[config.mk]
export PLATFORM = sky130hd
export DESIGN_NAME = crop_yend_apply
export DESIGN_NICKNAME = d
export VERILOG_FILES = /design/src/rtl/crop_yend_apply.sv
export SDC_FILE = /design/constraint.sdc
export NUM_CORES = 1
export LEC_CHECK = 0
export CAP_MARGIN = 25
export CORE_MARGIN = 3
export CORE_UTILIZATION = 35
export CTS_BUF_LIST = sky130_fd_sc_hd__clkbuf_8 sky130_fd_sc_hd__clkbuf_16
export DETAILED_ROUTE_END_ITERATION = 6
export PLACE_DENSITY_LB_ADDON = 0.3
export SYNTH_ARGS = -nofsm -noshare
export SYNTH_HDL_FRONTEND = slang
export SYNTH_SLANG_ARGS = --single-unit
[constraint.sdc]
create_clock -name iCLK -period 2.5 [get_ports iCLK]
set_clock_uncertainty 0.05 [all_clocks]
set_input_delay 0.25 -clock iCLK [delete_from_list [all_inputs] [get_ports iCLK]]
set_output_delay 0.25 -clock iCLK [all_outputs]
set_load 0.1 [all_outputs]
[src/rtl/crop_yend_apply.sv]
// Crops the raster pixel stream to columns X_START..X_END and rows Y_START..yend,
// where yend is sampled from the measurement stage at each frame start.
module crop_yend_apply #(
    parameter int unsigned H_ACT   = 640,
    parameter int unsigned V_ACT   = 480,
    parameter int unsigned X_START = 160,
    parameter int unsigned X_END   = 479,
    parameter int unsigned Y_START = 120
) (
    input  logic        iCLK,
    input  logic        iRST,
    input  logic        iDVAL,
    input  logic [9:0]  iDATA,
    input  logic [15:0] iYEND,
    output logic        oDVAL,
    output logic [9:0]  oDATA,
    output logic [15:0] oX,
    output logic [15:0] oY,
    output logic        oSOF,
    output logic        oEOF,
    output logic        oEMPTY,
    output logic [15:0] oCROP_H
);

    localparam logic [15:0] H_LAST = 16'(H_ACT - 1);
    localparam logic [15:0] V_LAST = 16'(V_ACT - 1);
    localparam logic [15:0] V_NUM  = 16'(V_ACT);
    localparam logic [15:0] XS     = 16'(X_START);
    localparam logic [15:0] XE     = 16'(X_END);
    localparam logic [15:0] YS     = 16'(Y_START);
    localparam bit          Y_ZERO = (Y_START == 0);

    localparam logic [1:0] ST_WAIT_SOF = 2'd0;
    localparam logic [1:0] ST_PRE      = 2'd1;
    localparam logic [1:0] ST_CROP     = 2'd2;
    localparam logic [1:0] ST_POST     = 2'd3;

    logic [15:0] x_cnt_r;
    logic [15:0] y_cnt_r;
    logic [15:0] yend_lat_r;
    logic [1:0]  state_r;

    logic        frame_start_s;
    logic        frame_last_s;
    logic [15:0] yend_clamp_s;
    logic [15:0] yend_cur_s;
    logic [1:0]  state_pix_s;
    logic [1:0]  state_nxt_s;
    logic        in_win_s;
    logic        win_last_s;
    logic        empty_s;
    logic [15:0] crop_h_s;

    // Per-pixel decode; the (0,0) pixel already sees the freshly sampled yend.
    always_comb begin
        frame_start_s = (x_cnt_r == 16'd0) && (y_cnt_r == 16'd0);
        frame_last_s  = (x_cnt_r == H_LAST) && (y_cnt_r == V_LAST);
        yend_clamp_s  = (iYEND < V_NUM) ? iYEND : V_LAST;
        yend_cur_s    = frame_start_s ? yend_clamp_s : yend_lat_r;
        if (yend_clamp_s >= YS) begin
            crop_h_s = yend_clamp_s - YS + 16'd1;
        end else begin
            crop_h_s = 16'd0;
        end

        state_pix_s = state_r;
        case (state_r)
            ST_WAIT_SOF, ST_POST: begin
                if (frame_start_s) begin
                    state_pix_s = Y_ZERO ? ST_CROP : ST_PRE;
                end else begin
                    state_pix_s = state_r;
                end
            end
            ST_PRE: begin
                if ((x_cnt_r == 16'd0) && (y_cnt_r == YS)) begin
                    state_pix_s = (yend_cur_s >= YS) ? ST_CROP : ST_POST;
                end else begin
                    state_pix_s = ST_PRE;
                end
            end
            ST_CROP: state_pix_s = ST_CROP;
            default: state_pix_s = ST_WAIT_SOF;
        endcase

        in_win_s   = (state_pix_s == ST_CROP) && (x_cnt_r >= XS) && (x_cnt_r <= XE);
        win_last_s = in_win_s && (x_cnt_r == XE) && (y_cnt_r == yend_cur_s);
        empty_s    = frame_last_s && (yend_cur_s < YS);
        if (win_last_s) begin
            state_nxt_s = ST_POST;
        end else begin
            state_nxt_s = state_pix_s;
        end
    end

    // Raster counters, window state and frame-start yend latch.
    always_ff @(posedge iCLK or negedge iRST) begin
        if (!iRST) begin
            x_cnt_r    <= 16'd0;
            y_cnt_r    <= 16'd0;
            yend_lat_r <= 16'd0;
            state_r    <= ST_WAIT_SOF;
            oCROP_H    <= 16'd0;
        end else if (iDVAL) begin
            state_r <= state_nxt_s;
            if (frame_start_s) begin
                yend_lat_r <= yend_clamp_s;
                oCROP_H    <= crop_h_s;
            end
            if (x_cnt_r == H_LAST) begin
                x_cnt_r <= 16'd0;
                y_cnt_r <= (y_cnt_r == V_LAST) ? 16'd0 : y_cnt_r + 16'd1;
            end else begin
                x_cnt_r <= x_cnt_r + 16'd1;
            end
        end
    end

    // Registered pixel outputs; everything reads zero outside the window.
    always_ff @(posedge iCLK or negedge iRST) begin
        if (!iRST) begin
            oDVAL  <= 1'b0;
            oDATA  <= 10'd0;
            oX     <= 16'd0;
            oY     <= 16'd0;
            oSOF   <= 1'b0;
            oEOF   <= 1'b0;
            oEMPTY <= 1'b0;
        end else begin
            oEMPTY <= iDVAL && empty_s;
            if (iDVAL && in_win_s) begin
                oDVAL <= 1'b1;
                oDATA <= iDATA;
                oX    <= x_cnt_r - XS;
                oY    <= y_cnt_r - YS;
                oSOF  <= (x_cnt_r == XS) && (y_cnt_r == YS);
                oEOF  <= win_last_s;
            end else begin
                oDVAL <= 1'b0;
                oDATA <= 10'd0;
                oX    <= 16'd0;
                oY    <= 16'd0;
                oSOF  <= 1'b0;
                oEOF  <= 1'b0;
            end
        end
    end

endmodule
# Word level (Yosys, flattened, before mapping)
# Index checks and enable logic that the tools add are counted.
[word_totals]
ff_bits = 112
in_bits = 29
out_inout_bits = 62
word_cells = 67
[classes]
n_addsub = 6
n_lt_le_gt_ge = 6
n_eq_ne = 10
mux = 16
n_reduce_logical = 17
[ops]
columns = ["op", "count"]
rows = [
  ["$mux W16", 7],
  ["$add A16 B1 Y16 const B", 3],
  ["$eq A16 B9 Y1 const B", 2],
  ["$ge A16 B7 Y1 const B", 2],
  ["$logic_not A16 Y1", 2],
  ["$sub A16 B7 Y16 const B", 2],
  ["$eq A16 B10 Y1 const B", 1],
  ["$eq A16 B16 Y1", 1],
  ["$eq A16 B7 Y1 const B", 1],
  ["$eq A16 B8 Y1 const B", 1],
  ["$ge A16 B8 Y1 const B", 1],
  ["$le A16 B9 Y1 const B", 1],
  ["$lt A16 B7 Y1 const B", 1],
  ["$lt A16 B9 Y1 const B", 1],
  ["$sub A16 B8 Y16 const B", 1],
  ["$logic_and A1 B1 Y1", 11],
  ["$mux W10", 1],
  ["$eq A2 B2 Y1 const B", 3],
  ["$mux W2", 3],
  ["$pmux W2 S3", 1],
  ["$mux W1", 4],
  ["$reduce_and A2 Y1", 2],
  ["$eq A2 B1 Y1 const B", 1],
  ["$logic_not A2 Y1", 1],
  ["$reduce_or A2 Y1", 1],
]

# Depth between registers and ports, before layout
[logic_depth]
ltp_word = 13
mapped_depth = 10
mapped_depth_nobuf = 9

# Worst setup path after synthesis
# No wires, ideal clock.
[synth_timing]
path_kind = "reg-to-reg"
startpoint = "register y_cnt_r[10]"
endpoint = "register oX[13]"
arrival_ps = 2409
t_required_ps = 2363
path_slack_ps = -46
path_stages_with_launch = 10
cell_sequence = "dfrtp_1 -> buf_6 -> or4_4 -> nand4b_4 -> nor4_4 -> o211ai_1 -> a311o_1 -> buf_6 -> buf_6 -> nor3_1"
[synth_between]
elab_chain_len = 12
word_cells_on_any_way = 15
[synth_rtl]
columns = ["element", "line", "rtl"]
rows = [
  ["from (decl)", "39", "logic [15:0] y_cnt_r;"],
  ["from (signal assigned)", "112", "y_cnt_r <= (y_cnt_r == V_LAST) ? 16'd0 : y_cnt_r + 16'd1;"],
  ["$logic_not A16 Y1", "56", "frame_start_s = (x_cnt_r == 16'd0) && (y_cnt_r == 16'd0);"],
  ["$logic_and A1 B1 Y1", "56", ""],
  ["$mux W16", "-", ""],
  ["$ge A16 B7 Y1", "77", "state_pix_s = (yend_cur_s >= YS) ? ST_CROP : ST_POST;"],
  ["$mux W1", "77", ""],
  ["$mux W2", "76", "if ((x_cnt_r == 16'd0) && (y_cnt_r == YS)) begin"],
  ["$pmux W2 S3 *", "67", "case (state_r)"],
  ["$eq A2 B2 Y1 *", "86", "in_win_s = (state_pix_s == ST_CROP) && (x_cnt_r >= XS) && (x_cnt_r <= XE);"],
  ["$logic_and A1 B1 Y1 * (2 in a row)", "86", ""],
  ["$logic_and A1 B1 Y1 *", "131", "if (iDVAL && in_win_s) begin"],
  ["$mux W16 *", "131", ""],
  ["to (signal assigned)", "134", "oX <= x_cnt_r - XS;"],
  ["to (decl)", "17", "output logic [15:0] oX,"],
]
# Mark *: on every way between the ends. The rest lies on a longest branch, timed or not.
# A chain may end at the register's enable or synchronous reset.

# Worst setup path in the final report
[layout_timing]
startpoint = "register y_cnt_r[11]"
endpoint = "register oEOF"
[layout_between]
elab_chain_len = 13
word_cells_on_any_way = 18
[layout_rtl]
columns = ["element", "line", "rtl"]
rows = [
  ["$logic_not A16 Y1", "56", ""],
  ["$logic_and A1 B1 Y1", "56", ""],
  ["$mux W16", "-", ""],
  ["$ge A16 B7 Y1", "77", ""],
  ["$mux W1", "77", ""],
  ["$mux W2", "76", ""],
  ["$pmux W2 S3", "67", ""],
  ["$eq A2 B2 Y1", "86", ""],
  ["$logic_and A1 B1 Y1 (2 in a row)", "86", ""],
  ["$logic_and A1 B1 Y1 (2 in a row)", "87", "win_last_s = in_win_s && (x_cnt_r == XE) && (y_cnt_r == yend_cur_s);"],
  ["$mux W1 *", "131", ""],
  ["to (signal assigned)", "137", "oEOF <= win_last_s;"],
  ["to (decl)", "20", "output logic oEOF,"],
]
# Marks and branches as above.

==> key figures <==
Final layout
  – Most frequent cells in the layout: buf_4, dfrtp_1, nand2_1
  – Final net count: between 700 and 800
  – Seq. cell area: 2800 µm²
  – # diodes: 0
  – Post-route cell area: around 7800 µm²
  – Layout fillers: 1394
  – Most common cell after layout, fill and taps aside: buf_4
  – Final core occ: between 50% and 60%
  – Post-route insts no fill: 951
  – Layout cells sized above 1: ~32%
  – Footprint of the multi-input gates: 2750 µm²
  – Area grow syn2layout: 41.5%

Yosys
  – Distinct cells, synth: 54
  – Mean Syn Cell Area: roughly 10 µm²
  – Main area contributors after synthesis: dfrtp_1, xnor2_1, nor3_1, nand2_1, o21ai_0
  – Mapped cell area: 5530 µm²
  – Post-synth top flop: dfrtp_1
  – Compound-gate portion of the synthesized area: under 10%
  – Largest family of logic cells by synthesized area: simple AND/OR/NAND/NOR gates
  – Synth Area in Adders: approximately 2.5%
  – Synth Area in XOR/XNOR: 7.60%
  – Cell count after synthesis: 568
  – Fraction of registers with async set or reset after synthesis: 100%
  – Post-synthesis simple-gate area fraction: 25.2%
  – Area share of the largest cell type after synthesis: between 50% and 60%
  – Synth warn: 0
  – Yosys top cell by area: dfrtp_1
  – Post-synthesis mux area share: less than 1%
  – Number of synthesized flops with an enable pin: 0
  – #FFs+latches synth: 112
  – Sequential area share after synthesis: approximately half

Routing
  – Final ANT Viol Nets: 0
  – DR vias: ~4700
  – Detailed Route WL: between 10000 and 15000 µm
  – Drt first pass iters: 5
  – Post-DR vias/cell: around 5
  – Wirelength per Cell: 15.4 µm
  – Initial drt markers: around 280
  – DR DRC count: 0

Setup path
  – R2R Path End: oEOF
  – FF-to-FF path depth: 7
  – CP required: 2.72 ns
  – Crit path DAT: 2.75 ns
  – Crit-path max FO: 9
  – Crit. End Element: register
  – Worst R2R Setup Slack: -0.03 ns
  – R2R Path Start: y_cnt_r[11]
  – Path type of the worst setup path: reg2reg
  – CP Launch Type: register

Clocking
  – CTS tree: done
  – Clock H-tree levels: 3
  – Clock slew at reported path FFs: ~0.08 ns
  – # clock sinks: between 100 and 150
  – CTS Buf Count: 9
  – Root Buffer: clkbuf_16
  – Clock Latency Late Sink: around 0.36 ns
  – Max clock buf depth: 2

STA
  – Final worst setup slack: -0.0326 ns
  – Worst-Margin Slew: between 0.6 and 0.7 ns
  – WHS: ~0.32 ns
  – Relative slew slack: 59.1%
  – Final setup violation count: 1
  – Final Hold Vio Count: 0
  – Final period utilization: 101%
  – Minimum clock period: 2.53 ns
  – Final Max Slew Viols: 0
  – RSZ-0062 raised after global routing: yes
  – FMAX: 395 MHz
  – Setup total negative slack: -0.0326 ns

Power
  – Combinational share of power: 34.4%
  – Clock power share: between 20% and 30%
  – Net Sw Power: about 1.9 mW
  – Pint: approximately 3.3 mW
  – Part of the power in registers: slightly below 40%
  – P per Cell Area: 655 nW/µm²
  – Switch share: approximately 36%
  – Pwr Total: 5.12 mW
  – Max VDD drop: between 0.0003 and 0.0004 V
  – Leakage: approximately 3.6 nW

Job
  – MaxCap Viol Count: 0

Place
  – Place WS: -0.257 ns
  – Placed cell count: 928
  – Gpl congestion: ~0.89
  – Port Buf Inserts: 90
  – Post-DP HPWL: about 11000 µm
  – Dpl cell area: between 7000 and 8000 µm²

Floorplan
  – Starting density of the core: a little over a third
  – Die area: roughly 17000 µm²
  – Rows: 45
  – Die X: between 100 and 150 µm
  – I/O Pins: 91
  – Core Footprint: 15300 µm²
  – Chip height: around 130 µm

GRT
  – Largest net degree at the start of global routing: 57
  – Total gr overflow: 0
  – First-pass GRT wire length: about 24000 µm
  – Via count of the first global-routing pass: between 4000 and 5000
  – Antenna violations before repair: 0
  – GRT Util Overall: 16.7%

Status
  – Outcome: complete, but fails checks
  – Failing checks: negative setup slack

Worst hold path
  – HP Class: in2async
## state kept, by name (all words and copies together), names as in the netlist
signal	count
x_cnt_r	16
oX	16
state_r	2
oCROP_H	16
oEMPTY	1
oEOF	1
oDATA	10
y_cnt_r	16
yend_lat_r	16
oSOF	1
oY	16
oDVAL	1
## worst max path at each step
stage	slack, ns	end	startpoint	cells past startpoint
finish	-0.03	oEOF	y_cnt_r[11]	7
global placement	-0.20	oCROP_H[8]	iYEND[12]	10
global route	-0.13	oEOF	y_cnt_r[11]	8
CTS	-0.03	oEOF	y_cnt_r[0]	9
floorplan	-0.03	oX[13]	y_cnt_r[10]	9
detailed placement	-0.26	oCROP_H[8]	iYEND[12]	10
## power by group through the flow
stage	Sequential (mW)	Combinational, mW	Clock, mW
after floorplan	2.27	0.795	0
final	1.99	1.76	1.37
after global placement	2.01	1.55	0
after global routing	2.00	1.89	1.50
after CTS	1.99	1.60	1.42
after detailed placement	2.02	1.57	0
## cells by family after synthesis
logic type / after synthesis
DFF: 112
buffers and inverters: 71
and+or+nand+nor: 251
xor gates and xnor gates: 48
muxes: 4
adders and majority gates: 11
AOI/OAI and AO/OA: 70
other: 1
## synth_stat cells (2+ instances only)
| library cell | count |
|---|---|
| buf_2 | 2 |
| a21oi_1 | 15 |
| a211oi_1 | 2 |
| nand3b_1 | 3 |
| xnor2_1 | 37 |
| nand2b_1 | 11 |
| nor3b_1 | 3 |
| o22ai_1 | 2 |
| nor2_1 | 26 |
| buf_6 | 6 |
| dfrtp_1 | 112 |
| and3_1 | 11 |
| or2_2 | 2 |
| nand3_1 | 13 |
| or3_1 | 5 |
| clkbuf_1 | 23 |
| o2bb2ai_1 | 2 |
| nand2_1 | 49 |
| nor4bb_1 | 2 |
| ha_1 | 11 |
| a21o_1 | 2 |
| and2_1 | 12 |
| xor2_1 | 11 |
| or4_1 | 4 |
| o21ai_0 | 34 |
| a221oi_1 | 2 |
| nor3_2 | 4 |
| inv_1 | 39 |
| nor4_1 | 15 |
| nor2b_1 | 6 |
| nor3_1 | 55 |
| mux2i_1 | 4 |
| nand4_1 | 19 |
| and4_1 | 4 |
## per-layer routing
metal	vias to the layer above	global-route usage [%]	wire (µm)
met1	2281	23.4	6720
met5	-	0	0
met4	0	4.73	246
met2	148	25.7	6870
met3	12	4.39	858
li1	2300	-	-
## repair_timing
item / 4_1_cts / 5_1_grt
pin swaps: 4 / 5
resized for setup: 9 / 30
gates cloned: 0 / 4
hold endpoints to repair: 26 / 0
setup endpoints to repair: 35 / 61
hold buffers: 1 / 0
setup buffers: 2 / 1
## worst max-delay path, stage by stage, from the launching register on
cell,delay [ns]
dfrtp_1,0.38
or4_4,0.55
nand4b_4,0.20
nor4_4,0.24
o211ai_1,0.14
a311o_2,0.45
buf_6,0.18
nor4_4,0.25
## area by class of cell
type | count | area share [%]
clock buffers | 9 | 2.88
inverters | 39 | 1.87
multi-input cells | 387 | 35.1
clock inverters | 7 | 0.719
well taps | 211 | 3.37
flip-flops and latches | 112 | 35.8
repair buffers | 186 | 20.2
(Power assumes the default switching activity.)
